--- src/rtl/preprocess_mul_arbiter.sv ---
// Round-robin arbiter sharing one pipelined 16x16 signed multiplier, with a credit-reserved result FIFO.
// Define PREPROCESS_MUL_ARB_Q15_EN to store rounded/saturated Q15 results (adds one pipeline stage).
module preprocess_mul_arbiter #(
  parameter int NUM_REQ    = 4,
  parameter int LATENCY    = 2,
  parameter int FIFO_DEPTH = 4,
  parameter int ID_W       = 2
) (
  input  logic                    ap_clk,
  input  logic                    ap_rst,
  input  logic [NUM_REQ-1:0]      req_valid,
  output logic [NUM_REQ-1:0]      req_ready,
  input  logic [NUM_REQ*16-1:0]   req_a,
  input  logic [NUM_REQ*16-1:0]   req_b,
  output logic                    rsp_valid,
  input  logic                    rsp_ready,
  output logic [ID_W-1:0]         rsp_id,
  output logic [31:0]             rsp_p
);

`ifdef PREPROCESS_MUL_ARB_Q15_EN
  localparam int PIPE = LATENCY + 1;
`else
  localparam int PIPE = LATENCY;
`endif
  localparam int PW = (FIFO_DEPTH > 1) ? $clog2(FIFO_DEPTH) : 1;
  localparam int CW = $clog2(FIFO_DEPTH + PIPE + 1) + 1;

  function automatic logic [31:0] mul16(input logic [31:0] ab);
    logic signed [31:0] prod;
    prod = $signed(ab[31:16]) * $signed(ab[15:0]);
    return prod;
  endfunction

`ifdef PREPROCESS_MUL_ARB_Q15_EN
  function automatic logic [31:0] q15(input logic [31:0] p);
    logic signed [32:0] t;
    logic signed [17:0] s;
    t = $signed({p[31], p}) + 33'sd16384;
    s = t[32:15];
    if (s > 18'sd32767) begin
      q15 = 32'h0000_7FFF;
    end else if (s < -18'sd32768) begin
      q15 = 32'hFFFF_8000;
    end else begin
      q15 = {{16{s[15]}}, s[15:0]};
    end
  endfunction
`endif

  function automatic logic [PW-1:0] wrap_inc(input logic [PW-1:0] p);
    if (p == PW'(FIFO_DEPTH - 1)) begin
      return {PW{1'b0}};
    end else begin
      return p + PW'(1);
    end
  endfunction

  logic [ID_W-1:0] rr_ptr_r;
  logic [ID_W-1:0] win_s;
  logic            found_s;
  logic            credit_ok_s;
  logic            issue_s;
  logic            push_s;
  logic            pop_s;
  logic            head_from_push_s;
  logic [CW-1:0]   in_flight_r;
  logic [CW-1:0]   occ_r;
  logic [CW-1:0]   occ_nxt_s;
  logic [PW-1:0]   wr_ptr_r;
  logic [PW-1:0]   rd_ptr_r;
  logic [PW-1:0]   rd_nxt_s;
  logic [31:0]     wdata_s;
  logic [ID_W-1:0] wid_s;

  // Stage 0 holds the packed operands {a,b}; later stages hold the product.
  logic [PIPE-1:0] stg_v_r;
  logic [ID_W-1:0] stg_id_r [PIPE];
  logic [31:0]     stg_d_r  [PIPE];
  logic [31:0]     mem_p_r  [FIFO_DEPTH];
  logic [ID_W-1:0] mem_id_r [FIFO_DEPTH];

  // Round-robin scan starting just after the last winner
  always_comb begin
    found_s = 1'b0;
    win_s   = {ID_W{1'b0}};
    for (int i = 1; i <= NUM_REQ; i++) begin
      if (!found_s && req_valid[(int'(rr_ptr_r) + i) % NUM_REQ]) begin
        found_s = 1'b1;
        win_s   = ID_W'((int'(rr_ptr_r) + i) % NUM_REQ);
      end else begin
        found_s = found_s;
      end
    end
  end

  assign credit_ok_s = (in_flight_r + occ_r) < CW'(FIFO_DEPTH);
  assign issue_s     = found_s && credit_ok_s && !ap_rst;
  assign push_s      = stg_v_r[PIPE-1];
  assign pop_s       = rsp_valid && rsp_ready;

  // Grant decode: only the winner sees ready, and only with a free credit
  always_comb begin
    req_ready = {NUM_REQ{1'b0}};
    if (issue_s) begin
      req_ready[win_s] = 1'b1;
    end else begin
      req_ready = {NUM_REQ{1'b0}};
    end
  end

  // FIFO write data from the last pipeline stage
  always_comb begin
`ifdef PREPROCESS_MUL_ARB_Q15_EN
    wdata_s = q15(stg_d_r[PIPE-1]);
`else
    if (PIPE == 1) begin
      wdata_s = mul16(stg_d_r[0]);
    end else begin
      wdata_s = stg_d_r[PIPE-1];
    end
`endif
    wid_s = stg_id_r[PIPE-1];
  end

  // Occupancy and read-pointer look-ahead used to register the head entry
  always_comb begin
    rd_nxt_s = pop_s ? wrap_inc(rd_ptr_r) : rd_ptr_r;
    case ({push_s, pop_s})
      2'b10:   occ_nxt_s = occ_r + CW'(1);
      2'b01:   occ_nxt_s = occ_r - CW'(1);
      default: occ_nxt_s = occ_r;
    endcase
    head_from_push_s = push_s && ((occ_r == CW'(0)) || ((occ_r == CW'(1)) && pop_s));
  end

  // Multiplier pipeline shift register
  always_ff @(posedge ap_clk or posedge ap_rst) begin
    if (ap_rst) begin
      stg_v_r <= {PIPE{1'b0}};
      for (int k = 0; k < PIPE; k++) begin
        stg_id_r[k] <= {ID_W{1'b0}};
        stg_d_r[k]  <= 32'h0;
      end
    end else begin
      stg_v_r[0] <= issue_s;
      if (issue_s) begin
        stg_id_r[0] <= win_s;
        stg_d_r[0]  <= {req_a[16*int'(win_s) +: 16], req_b[16*int'(win_s) +: 16]};
      end
      for (int k = 1; k < PIPE; k++) begin
        stg_v_r[k]  <= stg_v_r[k-1];
        stg_id_r[k] <= stg_id_r[k-1];
        stg_d_r[k]  <= (k == 1) ? mul16(stg_d_r[0]) : stg_d_r[k-1];
      end
    end
  end

  // Credits, FIFO storage, arbitration pointer and registered head outputs
  always_ff @(posedge ap_clk or posedge ap_rst) begin
    if (ap_rst) begin
      in_flight_r <= {CW{1'b0}};
      occ_r       <= {CW{1'b0}};
      wr_ptr_r    <= {PW{1'b0}};
      rd_ptr_r    <= {PW{1'b0}};
      rr_ptr_r    <= ID_W'(NUM_REQ - 1);
      rsp_valid   <= 1'b0;
      rsp_id      <= {ID_W{1'b0}};
      rsp_p       <= 32'h0;
      for (int k = 0; k < FIFO_DEPTH; k++) begin
        mem_p_r[k]  <= 32'h0;
        mem_id_r[k] <= {ID_W{1'b0}};
      end
    end else begin
      case ({issue_s, push_s})
        2'b10:   in_flight_r <= in_flight_r + CW'(1);
        2'b01:   in_flight_r <= in_flight_r - CW'(1);
        default: in_flight_r <= in_flight_r;
      endcase
      occ_r    <= occ_nxt_s;
      rd_ptr_r <= rd_nxt_s;
      if (push_s) begin
        mem_p_r[wr_ptr_r]  <= wdata_s;
        mem_id_r[wr_ptr_r] <= wid_s;
        wr_ptr_r           <= wrap_inc(wr_ptr_r);
      end
      if (issue_s) begin
        rr_ptr_r <= win_s;
      end
      rsp_valid <= (occ_nxt_s != CW'(0));
      if (head_from_push_s) begin
        rsp_id <= wid_s;
        rsp_p  <= wdata_s;
      end else if (occ_nxt_s != CW'(0)) begin
        rsp_id <= mem_id_r[rd_nxt_s];
        rsp_p  <= mem_p_r[rd_nxt_s];
      end
    end
  end

endmodule

--- config.mk ---
export PLATFORM = sky130hd
export DESIGN_NAME = preprocess_mul_arbiter
export DESIGN_NICKNAME = d
export VERILOG_FILES = /design/src/rtl/preprocess_mul_arbiter.sv
export SDC_FILE = /design/constraint.sdc
export NUM_CORES = 1
export LEC_CHECK = 0
export ABC_AREA = 1
export BUFFER_PORTS_ARGS = -buffer_cell sky130_fd_sc_hd__clkbuf_2
export CORE_MARGIN = 1
export CORE_UTILIZATION = 32
export DETAILED_ROUTE_END_ITERATION = 8
export PLACE_DENSITY = 0.48
export SLEW_MARGIN = 20
export SYNTH_ARGS = -nofsm -noshare
export SYNTH_HDL_FRONTEND = slang
export SYNTH_SLANG_ARGS = --single-unit
--- constraint.sdc ---
create_clock -name ap_clk -period 7.6 [get_ports ap_clk]
set_input_delay 0.38 -clock ap_clk [delete_from_list [all_inputs] [get_ports ap_clk]]
set_output_delay 0.38 -clock ap_clk [all_outputs]
set_load 0.02 [all_outputs]
; After elaboration in Yosys (flattened, before gate mapping)
; Cells that the tools add are included.
[totals]
reg_bits = 255
inputBits = 135
out_inout_bits = 39
word_cells = 125
[op_classes]
addsub = 11
mul = 1
magnitude_cmp = 10
eq_ne = 7
n_shift = 2
n_mux = 44
bitwise = 6
reduce_logical = 23
[ops]
columns = operator, count
row1 = two-way mux 32 bit, 5
row2 = bitwise mux 128 bit, 1
row3 = indexed part select 64 x 7 -> 16 bit, 2
row4 = binary-select mux 32 bit (select 2 bit), 1
row5 = demux 32 bit (select 2 bit), 1
row6 = multiplier 16 x 16 -> 32 bit, 1
row7 = two-way mux 2 bit, 12
row8 = "less-than comparator 3 x 4 -> 1 bit, second input constant", 4
row9 = case mux 4 bit (2 select lines), 2
row10 = two-way mux 1 bit, 13
row11 = logical AND 1 bit, 10
row12 = "adder 2 x 1 -> 2 bit, second input constant", 4
row13 = "adder 4 x 1 -> 4 bit, second input constant", 2
row14 = binary-select mux 1 bit (select 2 bit), 4
row15 = bitwise mux 8 bit, 1
row16 = "== test 2 bit, second input constant", 4
row17 = OR reduction 2 bit, 4
row18 = "subtractor 4 x 1 -> 4 bit, second input constant", 2
row19 = "greater-or-equal comparator 3 bit, second input constant", 2
row20 = inverter 2 -> 3 bit, 2
row21 = "adder 2 bit, second input constant", 2
row22 = adder 4 bit, 1
row23 = "AND 1 bit, first input constant", 4
row24 = binary-select mux 2 bit (select 2 bit), 1
row25 = other kinds (14), 19

; Logic depth before layout (Yosys ltp)
[depth]
ltp_word = 21
mapped_depth = 26
mapped_depth_nobuf = 24

; Worst setup path before layout
; OpenSTA, ideal clock, no wires.
[synth_timing]
kind = register to register
startpoint = reg stg_d_r[35] (netlist bit)
endpoint = reg stg_d_r, in the netlist wdata_s[29]
t_arrival_ps = 5394
t_required_ps = 7470
path_slack_ps = 2076
path_stages_with_launch = 19
synth_period_minus_slack_ps = 5524
path_cell_list = dfrtp_1 clkbuf_1 clkbuf_1 nand2_1 inv_1 fa_1 fa_1 inv_1 fa_1 fa_1 inv_1 fa_1 fa_1 ha_1 a21oi_1 o21ai_0 a211oi_1 o211ai_1 xor2_1
[synth_via]
elab_chain_len = 1
[synth_rtl]
columns = element, line_no
row1 = "start, declared", 79  ; logic [31:0] stg_d_r [PIPE];
row2 = "start signal, assigned by index", 154  ; stg_d_r[k] <= (k == 1) ? mul16(stg_d_r[0]) : stg_d_r[k-1];
row3 = multiplier 16 x 16 -> 32 bit, 31  ; prod = $signed(ab[31:16]) * $signed(ab[15:0]);
; No other way between the ends.
; A chain may end at the register's enable or synchronous reset.

; Worst setup path in the final report
[layout_timing]
startpoint = reg stg_d_r[55] (netlist bit)
endpoint = reg stg_d_r, in the netlist wdata_s[24]
; Same word-level chain as after synthesis.

==> results summary <==
The number of nets in the final layout came out at 3,406. The width of the chip is about 270 um. At the end of routability-driven placement, the weighted congestion stood at roughly 0.87. The maximum clock insertion buffer count is 3.

The number of buffers added to fix hold violations after cts came out at 1. The total negative slack is 0 ns. The number of buffer cells added on primary ports came out at around 170. Of the cells placed in the final design, the portion with a size suffix greater than 1 is 10.5%. The clock-pin slew reported for the worst setup and hold paths after clock tree synthesis came out at 0.06 ns. The number of distinct standard cells referenced by the synthesized netlist came out at 42. The min-delay analysis places its worst path in the category input port to register. In the synthesized netlist, the cells that appear most often are nand2_1 (861), inv_1 (528), fa_1 (263). STA classifies the critical path startpoint as a register. Counting flops with a built-in enable in the synthesized netlist gives 0.

The total of max-cap violations came out at 0. The maximum net fanout on the critical path came out at 17. The synthesized net count is about 3,300. Global routing used 17.2% of the available tracks across all layers. The average via count per standard cell is 4.59. After floorplanning, the core was sized to cover 70,000 sq um. The worst-skew pair later-pin latency is 0.57 ns. For the finished layout, the period the worst path requires is 6.31 ns. The chip height is 268 um. Gates resized during post-CTS repair numbered 0. The total overflow left after global routing is 0. The highest attainable clock frequency is 158 MHz. Counting the buffers created by CTS gives 30. The first-pass GRT wire length is 99.1 mm. The CTS tree is yes.

The initial utilization of the core area, before any placement, comes to 32.3%. The worst endpoint required time came out at 8.04 ns. The mean area per synthesized cell came out at 7.95 sq um. The initial antenna violation count is 0. The type of the worst setup path is register to register. The register-to-register setup slack came out at 1.29 ns. The Yosys step of the flow raised 0 warnings.

The final clock period utilization by the worst path came out at 83.1%. The clock tree root buffer cell is clkbuf_16. The maximum number of pins on one net before global-route repair came out at 160. The proportion of netlist area held by the largest area contributor came out at 28.0%. The worst slew slack as a fraction of its limit is 36.9%. For this block, the initial DRC count from the detailed router was 1,222. The cell count after synthesis is 2,846.

The count of final hold-check violations came out at 0. The number of global-route vias before repair was approximately 19,000. The diode insertion count for antenna repair is 0.

For this run, the register share of the synthesized area comes to 28.2%. The number of optimization iterations in the first detailed-route pass is 5. The number of failing setup endpoints in the final timing report is 0. By area the synthesized netlist is led by dfrtp_1 (28%), fa_1 (23%), nand2_1 (14%).

The flip-flop cell with the highest count after synthesis is dfrtp_1. The most area-hungry cell type in the Yosys netlist is dfrtp_1. Pin placement for this block handled 174 I/O pins. The total routed wirelength came out at between 50 and 60 mm. The filler cells instantiated in the layout total 7,349.

The detailed-placement wirelength estimate is between 40 and 50 mm. The final clock skew is 0.0163 ns. Counting flops and latches in the post-synthesis netlist gives between 200 and 300.

The pin slew with the least headroom to its limit is around 0.95 ns. Setup repair after global routing left no endpoint under its margin. The total number of clock tree sinks is 255. Data arrives at the worst endpoint at 6.76 ns. The final routed wire length divided by cell count is ~15 um. The growth of design area from synthesis to finish is 11.0%. The worst setup path is captured at a register. The number of rows created at floorplan came out at between 90 and 100.

The async set-reset flop share out of synthesis came out at 100%. The detailed-route DRC error count came out at 0. The count of buffers added by post-CTS timing repair for setup is 0. The overall via count from detail_route came out at 17,800.

The number of H-tree branching levels is 1. The count of final max-slew check failures is 0. The run finished with clean final reports.

The die outline area came out at 71,700 sq um. The number of nets still failing antenna checks after routing came out at 0. The post-synth design cell area is approximately 23,000 sq um. Yosys instantiated no cell more often than nand2_1.
## worst paths after layout
kind / start / to / cells past startpoint
setup / recovery: stg_d_r[55] / wdata_s[24] / 21
max in group asynchronous: ap_rst / wdata_s[27] / 4
min in group asynchronous: ap_rst / occ_r[1] / 3
hold reg to reg: stg_v_r[0] / stg_v_r[1] / 0
hold / removal: req_a[48] / stg_d_r[48] / 7
setup reg to reg: stg_d_r[55] / wdata_s[24] / 21
## kinds of logic (layout without fill, tap and decap cells)
family | count (synthesis) | count (layout) | synth area share (%)
adder cells (fa/ha/maj) | 361 | 361 | 28.7
buffers and inverters | 693 | 779 | 12.1
multiplexers | 6 | 6 | 0.299
AO/OA/AOI/OAI | 413 | 413 | 9.76
XOR/XNOR | 43 | 43 | 1.67
AND/OR/NAND/NOR | 1075 | 1075 | 19.2
flip-flops | 255 | 255 | 28.2
## placed cells by master (no fill, tap or decap), types with 55 or more instances in the layout
cell type  count
nand3_1       90
a21oi_1       94
nand2_1      856
inv_1        527
dfrtp_1      253
o21ai_0      262
clkbuf_2     173
ha_1          98
fa_1         263
nor2_1        55
## metal layers
metal / wire, um / GRT usage, % / vias up
met2: 28000 / 29.1 / 376
met3: 2560 / 2.15 / 69
li1: - / - / 8717
met5: 0 / 0 / -
met1: 28000 / 23.3 / 8615
met4: 1190 / 4.02 / 0
## critical path, cell delays in order (launching register included)
cell and delay (ns):
dfrtp_1 0.81, nand2_1 0.17, fa_1 0.58, inv_1 0.06, fa_1 0.49, inv_1 0.05, fa_1 0.58, inv_1 0.07
fa_1 0.45, fa_1 0.49, inv_1 0.05, fa_1 0.47, inv_1 0.04, ha_1 0.38, nand2_1 0.11, inv_1 0.11
nand2_1 0.08, nor3_1 0.51, nand4_1 0.19, nand3_1 0.23, a21oi_1 0.11, xnor2_1 0.14
## flip-flops by register name (all words and copies together), names as in the netlist, 4 cells and up
signal and flops:
mem_p_r 128, stg_d_r 32, wdata_s 32, mem_id_r 8
rsp_p 32, in_flight_r 4, occ_r 4
## per-stage QoR
step | setup slack, ns | util [%] | instance area [sq um] | hold WS (ns) | std cells
after floorplan | 0.210 | - | 22600 | 0.331 | 2846
after global placement | 1.31 | 34.4 | 24100 | 0.333 | 3817
final | 1.29 | 35.9 | 25100 | 0.201 | 3872
after global routing | 0.911 | 35.9 | 25100 | 0.205 | 3872
after CTS | 1.27 | 35.8 | 25100 | 0.170 | 3872
after detailed placement | 1.28 | 34.4 | 24100 | 0.337 | 3817
## cell type report
class	count	area, sq um	share of cell area [%]
timing repair buffer	191	1020	4.05
multi-input combinational	1898	13500	53.8
clock buffer	48	940	3.74
inverter	534	2020	8.03
tap	940	1180	4.68
clock inverter	6	65.1	0.259
sequential	255	6380	25.4
Power is not shown: default switching activity piles up to over one toggle a cycle in this logic, so the estimate is an artifact.
